===== config.mk =====
export PLATFORM = sky130hd
export DESIGN_NAME = fetch_unit
export DESIGN_NICKNAME = d
export VERILOG_FILES = /design/src/rtl/fetch_unit.sv
export SDC_FILE = /design/constraint.sdc
export NUM_CORES = 1
export LEC_CHECK = 0
export CAP_MARGIN = 20
export CORE_MARGIN = 2
export CORE_UTILIZATION = 37
export DETAILED_ROUTE_END_ITERATION = 6
export GPL_TIMING_DRIVEN = 0
export PLACE_DENSITY = 0.84
export RECOVER_POWER = 100
export SYNTH_ARGS = -nofsm -noshare
export SYNTH_HDL_FRONTEND = slang
export SYNTH_SLANG_ARGS = --single-unit

===== constraint.sdc =====
create_clock -name clk -period 1.43 [get_ports clk]
set_clock_uncertainty 0.05 [all_clocks]
set_input_delay 0.286 -clock clk [delete_from_list [all_inputs] [get_ports clk]]
set_output_delay 0.286 -clock clk [all_outputs]
set_load 0.005 [all_outputs]

===== src/rtl/fetch_unit.sv =====
// Instruction fetch stage: PC register, IF/ID pipeline register and a START/RUN/HALT sequencer.
// Optional misaligned-redirect trap is enabled by defining FETCH_MISALIGN_TRAP_EN.
module fetch_unit #(
    parameter logic [9:0]  RESET_PC  = 10'h000,
    parameter logic [31:0] NOP_INSTR = 32'h00000013
) (
    input  logic        clk,
    input  logic        reset,
    input  logic        stall,
    input  logic        redirect,
    input  logic [9:0]  redirect_pc,
    output logic [9:0]  imem_pc,
    input  logic [31:0] imem_instr,
    output logic [9:0]  ifid_pc,
    output logic [31:0] ifid_instr,
    output logic        ifid_valid,
    output logic        fetch_fault,
    output logic [1:0]  state_dbg
);

    // Handshake: there is no backpressure handshake; ifid_valid qualifies ifid_pc/ifid_instr
    // every cycle, and stall freezes the whole stage (the consumer sees the same word again).

    typedef enum logic [1:0] {
        START = 2'd0,
        RUN   = 2'd1,
        HALT  = 2'd2
    } state_t;

    state_t      state, state_n;
    logic [9:0]  pc, pc_n;
    logic [9:0]  ifid_pc_n;
    logic [31:0] ifid_instr_n;
    logic        ifid_valid_n;
    logic        fault, fault_n;
    logic        misaligned;
    logic [9:0]  redirect_target;

`ifdef FETCH_MISALIGN_TRAP_EN
    assign redirect_target = redirect_pc;
    assign misaligned      = (redirect_pc[1:0] != 2'b00);
`else
    // Without the trap the low bits are simply dropped (target aligned down).
    assign redirect_target = redirect_pc & 10'h3FC;
    assign misaligned      = 1'b0;
`endif

    always_comb begin
        state_n      = state;
        pc_n         = pc;
        ifid_pc_n    = ifid_pc;
        ifid_instr_n = ifid_instr;
        ifid_valid_n = ifid_valid;
        fault_n      = fault;
        case (state)
            START: begin
                // One bubble edge after reset; stall and redirect are ignored here.
                state_n = RUN;
            end
            RUN: begin
                if (redirect) begin
                    ifid_pc_n    = 10'h000;
                    ifid_instr_n = NOP_INSTR;
                    ifid_valid_n = 1'b0;
                    if (misaligned) begin
                        fault_n = 1'b1;
                        state_n = HALT;
                    end else begin
                        pc_n = redirect_target;
                    end
                end else if (!stall) begin
                    pc_n         = pc + 10'd4;
                    ifid_pc_n    = pc;
                    ifid_instr_n = imem_instr;
                    ifid_valid_n = 1'b1;
                end
            end
            HALT: begin
                ifid_instr_n = NOP_INSTR;
                ifid_valid_n = 1'b0;
            end
            default: begin
                state_n = START;
            end
        endcase
    end

    always_ff @(posedge clk or posedge reset) begin
        if (reset) begin
            state <= START;
        end else begin
            state <= state_n;
        end
    end

    always_ff @(posedge clk or posedge reset) begin
        if (reset) begin
            pc         <= RESET_PC;
            ifid_pc    <= 10'h000;
            ifid_instr <= NOP_INSTR;
            ifid_valid <= 1'b0;
        end else begin
            pc         <= pc_n;
            ifid_pc    <= ifid_pc_n;
            ifid_instr <= ifid_instr_n;
            ifid_valid <= ifid_valid_n;
        end
    end

`ifdef FETCH_MISALIGN_TRAP_EN
    always_ff @(posedge clk or posedge reset) begin
        if (reset) begin
            fault <= 1'b0;
        end else begin
            fault <= fault_n;
        end
    end
`else
    assign fault = 1'b0;
`endif

    assign imem_pc     = pc;
    assign fetch_fault = fault;
    assign state_dbg   = state;

endmodule

# Word level (Yosys, flattened, before mapping)
# Cells that the tools add are included.
dict set report classes {
  add_sub_neg 1
  eq_ne 4
  n_mux 11
  n_reduce_logical 5
}
# op n
set op_table {}
lappend op_table {{32-bit 2-to-1 mux} 2}
lappend op_table {{32-bit one-hot mux with 2 select lines} 1}
lappend op_table {{10-bit 2-to-1 mux} 4}
lappend op_table {{10-bit by 3-bit adder with 10-bit output (second input constant)} 1}
lappend op_table {{2-bit one-hot mux with 2 select lines} 1}
lappend op_table {{2-bit AND reduction} 2}
lappend op_table {{3-bit != test (second input constant)} 1}
lappend op_table {{2-bit by 1-bit equality test with 1-bit output (second input constant)} 1}
lappend op_table {{2-bit equality test (second input constant)} 1}
lappend op_table {{2-bit logical NOT} 1}
lappend op_table {{1-bit 2-to-1 mux} 2}
lappend op_table {{2-bit by 1-bit != test with 1-bit output (second input constant)} 1}
lappend op_table {{1-bit one-hot mux with 2 select lines} 1}
lappend op_table {{2-bit nonzero test} 1}
lappend op_table {{2-bit OR reduction} 1}
dict set report word_totals {
  regBits 55
  input_bits 46
}

# Logic depth before layout (Yosys ltp)
# Gate-level depths: netlist (run 1).
dict set report logic_depth {
  word_depth 3
  depth_mapped 6
  mapped_depth_nobuf 5
}

# Least setup slack after synthesis (run 1)
# Ideal clock, no wire load.
dict set report synth_timing {
  path_type {reg-to-reg}
  startpoint {reg pc[2], in the netlist imem_pc[2]}
  endpoint {reg pc[8], in the netlist imem_pc[8]}
  t_arrival_ps 1191
  slack_ps 64
  stages_incl_launch_ff 6
  path_cell_list {dfrtp_1 -> ha_1 -> nor2b_1 -> nor2b_1 -> mux2i_1 -> a21oi_1}
}
dict set report synth_between {
  elab_chain_len 3
}
# item line
set synth_rtl {}
lappend synth_rtl {{from (decl)} 31} ;# logic [9:0] pc, pc_n;
lappend synth_rtl {{from (signal assigned)} 103} ;# pc <= pc_n;
lappend synth_rtl {{10-bit by 3-bit adder with 10-bit output} 72} ;# pc_n = pc + 10'd4;
lappend synth_rtl {{10-bit 2-to-1 mux} 71} ;# end else if (!stall) begin
lappend synth_rtl {{10-bit 2-to-1 mux} 61} ;# if (redirect) begin
# No other way between the ends. The select of a mux whose other input is x is not followed.
# A chain may end at the register's enable or synchronous reset.

# Final worst setup path (run 1)
dict set report layout_timing {
  startpoint {reg pc[5], in the netlist imem_pc[5]}
  endpoint {reg pc[8], in the netlist imem_pc[8]}
}
# Same word-level chain as after synthesis.

==> metrics.md, run 1 <==
| Metric | Value |
|---|---|
| #FFs+latches synth | roughly 50 |
| HPWL after detailed placement | 4140 um |
| Skew-Pair Late Insertion Delay | 0.30 ns |
| Final period demand of the worst path | 1.41 ns |
| Timing startpoint of the critical path | imem_pc[5] |
| Diode insertion count for antenna repair | 0 |
| WL final | just under 6000 um |
| End of the worst register-to-register path | imem_pc[8] |
| Number of global-route vias before repair | between 1,500 and 2,000 |
| Area Growth Syn to Fin | 60.9% |
| Met2 WL post-DR | 2950 um |
| Endpoint kind of the worst setup timing path | flop |
| Global route overflow | 0 |
| Detailed route wirelength on metal3 | roughly 440 um |
| Sequential cell area fraction in the yosys report | between 50% and 60% |
| Worst-case vdd ir drop | 0.466 mV |
| Length in cells of the worst reg-to-reg path | 6 |
| Static Leak | 0.00173 uW |
| Final setup violation count | 0 |
| Min-Delay Path Depth | 2 |
| Top Ports | 102 |
| Die ar. | 6580 um2 |
| DRC viols | 0 |
| CP Capture Point | imem_pc[8] |
| Peak Freq | 0.709 GHz |
| Arr. time, crit path | 1.55 ns |
| Main synth FF type | sky130_fd_sc_hd__dfrtp_1 |
| Sum of buffers and inverters on the critical path | 2 |
| WL met1 | 2430 um |
| Synth cell types | 29 |
| Horizontal die dimension | around 80 um |
| Height of the die | 81.1 um |
| 1st-pass router iterations | 4 |
| Number of max-cap violations | 0 |
| Async set-or-reset flop fraction in the synthesized netlist | 100% |
| Max transition margin | 59.4% |
| Initial cell density of the core | 37.8% |
| Fillers | 531 |
| Highest signal layer in the routed design | met4 |
| Final layout net count | 418 |
| Class of the tightest hold or removal check | flop to flop |
| Layout cells sized above 1 | 17.7% |
| Initial antenna violation count | 0 |
| Worst path top cell family by delay | flip-flops |
| Logic depth of the worst path, buffers included | 6 |
| PwrDens | roughly 1000 nW/um2 |
| Cell with the most instances after synthesis | sky130_fd_sc_hd__nand2_1 |
| Number of buffers inserted during clock tree synthesis | 5 |
| Share of Yosys cell area claimed by the top area cell type | between 50% and 60% |
| CTS hold repair buffers | 0 |
| Clock transition at path regs | around 0.1 ns |
| Number of synthesis warnings | 0 |
| Library cell contributing the largest single delay on the critical path | sky130_fd_sc_hd__dfrtp_2 |
| Post-synth EDFFs | 0 |
| Average detailed-routed wire length per instance | 13.2 um |
| Final hold violations | 0 |
| Clock tree from TritonCTS | built |
| Delay of the slowest cell on the worst path | approximately 0.38 ns |
| Number of violations reported at the end of detailed-routing iteration 0 | 59 |
| Number of port buffers | 95 |
| Largest net degree at the start of global routing | 52 |
| RR Startpoint | imem_pc[5] |
| Wire length of the first global-routing pass | 9140 um |
| Row cnt | 28 |
| Post-route ant nets | 0 |
| Deepest level of the CTS H-tree | 2 |
| Clk root buf | sky130_fd_sc_hd__clkbuf_8 |
| GRT Resource Usage Total | 18.1% |
| Post-synthesis cell type with the largest combined area | sky130_fd_sc_hd__dfrtp_1 |
| Via total after detailed routing | 2,106 |
| Most used standard cells in the synthesized netlist | 82 x sky130_fd_sc_hd__nand2_1, 48 x sky130_fd_sc_hd__dfrtp_1, 42 x sky130_fd_sc_hd__o21ai_0 |
| Minimum setup slack among reg-to-reg paths | 0.02 ns |
| Startpoint kind of the worst setup timing path | flop |
| Layout Utilization | between 60% and 70% |
| Status | finished, final reports clean |
| Most frequent cell on the critical path | sky130_fd_sc_hd__buf_4 |
| Core Footprint | 5820 um2 |
| Post-synthesis instance total | around 240 |
| Final period utilization | a little under 100% |
| Combined area of all synthesized cells | 2200 um2 |
| Critical Path, Cell by Cell | buf_4 -> nand4_1 -> buf_4 -> nor2b_4 -> mux2i_1 -> a21oi_1 |
| Crit path max fanout | 7 |
| Transition at the pin with the smallest max-transition slack | just over 0.6 ns |
| Endpoint required time on the critical path | about 1.6 ns |
| Slew Viols, Final | 0 |
| Vias per cell | 4.71 |
| Clock tree buffer depth | 2 |
| Clock sink count | 51 |
| Type of the worst setup path | flop to flop |
| Largest cells by area after synthesis | sky130_fd_sc_hd__dfrtp_1 55%, sky130_fd_sc_hd__nand2_1 14%, sky130_fd_sc_hd__o21ai_0 9.6%, sky130_fd_sc_hd__dfstp_2 3.6%, sky130_fd_sc_hd__buf_2 1.8% |
| Final worst hold slack | 0.429 ns |
| GP Congestion | 0.785 |
| Synthesized area divided by synthesized cell count | between 9 and 10 um2 |
[how the worst min path moves through the flow]
stage,start,end,slack [ns]
2_1_floorplan,reset,ifid_instr[10],0.28
6_report,ifid_instr[20],ifid_instr[20],0.43
3_5_place_dp,ifid_instr[30],ifid_instr[30],0.42
4_1_cts,ifid_instr[5],ifid_instr[5],0.44
5_1_grt,ifid_instr[0],ifid_instr[0],0.46
3_3_place_gp,ifid_instr[27],ifid_instr[27],0.41
[flip-flops by register name, indices dropped and copies added, names as in the netlist]
signal      cells
ifid_valid      1
ifid_instr     32
state_dbg       1
ifid_pc         9
imem_pc         8
[power by group]
group | switching, uW | leakage [uW] | internal, uW
Combinational | 406 | 0.00105 | 526
Sequential | 99.3 | 0.000643 | 1620
Clock | 475 | 0.0000412 | 343
[worst min-delay path: stages, from the launching register on]
cell and delay [ns]:
sky130_fd_sc_hd__dfrtp_1 0.35, sky130_fd_sc_hd__nand2_1 0.04, sky130_fd_sc_hd__o21ai_0 0.05
[cell families after synthesis]
logic type,after synthesis,synth area share [%]
buffers and inverters,25,5.92
AND/OR/NAND/NOR,101,18.7
adder cells (fa/ha/maj),1,0.569
AO/OA/AOI/OAI,59,14.4
multiplexers,4,1.82
other,2,0.341
flip-flops,51,58.2
[routing by layer]
metal	track usage, %	vias to the layer above
met5	0	-
met1	22.1	979
li1	-	1046
met3	5.56	7
met2	31.5	74
met4	4.24	0
[cell usage in the layout (no fill, tap or decap), types with 4 or more instances in the layout]
cell type / netlist / final
sky130_fd_sc_hd__dlygate4sd2_1: 0 / 50
sky130_fd_sc_hd__a21oi_1: 5 / 5
sky130_fd_sc_hd__nand2_1: 82 / 81
sky130_fd_sc_hd__dfrtp_1: 48 / 44
sky130_fd_sc_hd__buf_2: 8 / 6
sky130_fd_sc_hd__o21ai_0: 42 / 42
sky130_fd_sc_hd__mux2i_1: 4 / 4
sky130_fd_sc_hd__clkbuf_8: 0 / 5
sky130_fd_sc_hd__conb_1: 2 / 5
sky130_fd_sc_hd__clkdlybuf4s50_1: 0 / 40
sky130_fd_sc_hd__nor2_1: 5 / 5
sky130_fd_sc_hd__nand3_1: 5 / 5
sky130_fd_sc_hd__o22ai_1: 6 / 6
sky130_fd_sc_hd__dfrtp_2: 0 / 4
sky130_fd_sc_hd__buf_4: 5 / 28
[timing repair]
action / CTS / global route
endpoints found under the setup margin: 96 / 8
setup buffers: 19 / 5
gates resized for setup: 71 / 12
gates cloned: 0 / 0
endpoints found under the hold margin: 0 / 0
pin swaps: 0 / 2
[layout make-up]
cell class	instances	area (um2)	share of cell area [%]
plain buffers	20	128	3.61
clock buffers	6	72.6	2.05
clock inverters	2	12.5	0.354
inverters	5	22.5	0.636
multi-input cells	170	842	23.8
flip-flops and latches	51	1280	36.3
well taps	75	93.8	2.65
repair buffers	118	1080	30.6
[per-stage QoR]
stage	setup slack, ns	cells	area, um2	setup TNS, ns	total power [uW]
global placement	-0.468	416	3260	-27.96	2600
finish	0.0200	447	3540	0	3470
global route	-0.0145	447	3540	-0.0172	3680
floorplan	0.0637	246	2210	0	2070
detailed placement	-0.513	416	3260	-31.98	2630
CTS	0.00382	442	3440	0	3420
No activity file was read; power rests on OpenSTA's default activity.
==> run 2, diff against run 1 <==
- CTS_CLUSTER_DIAMETER: unset -> 120
==> results of run 2 <==
The final DEF is identical to that of run 1; final timing and power are the same.
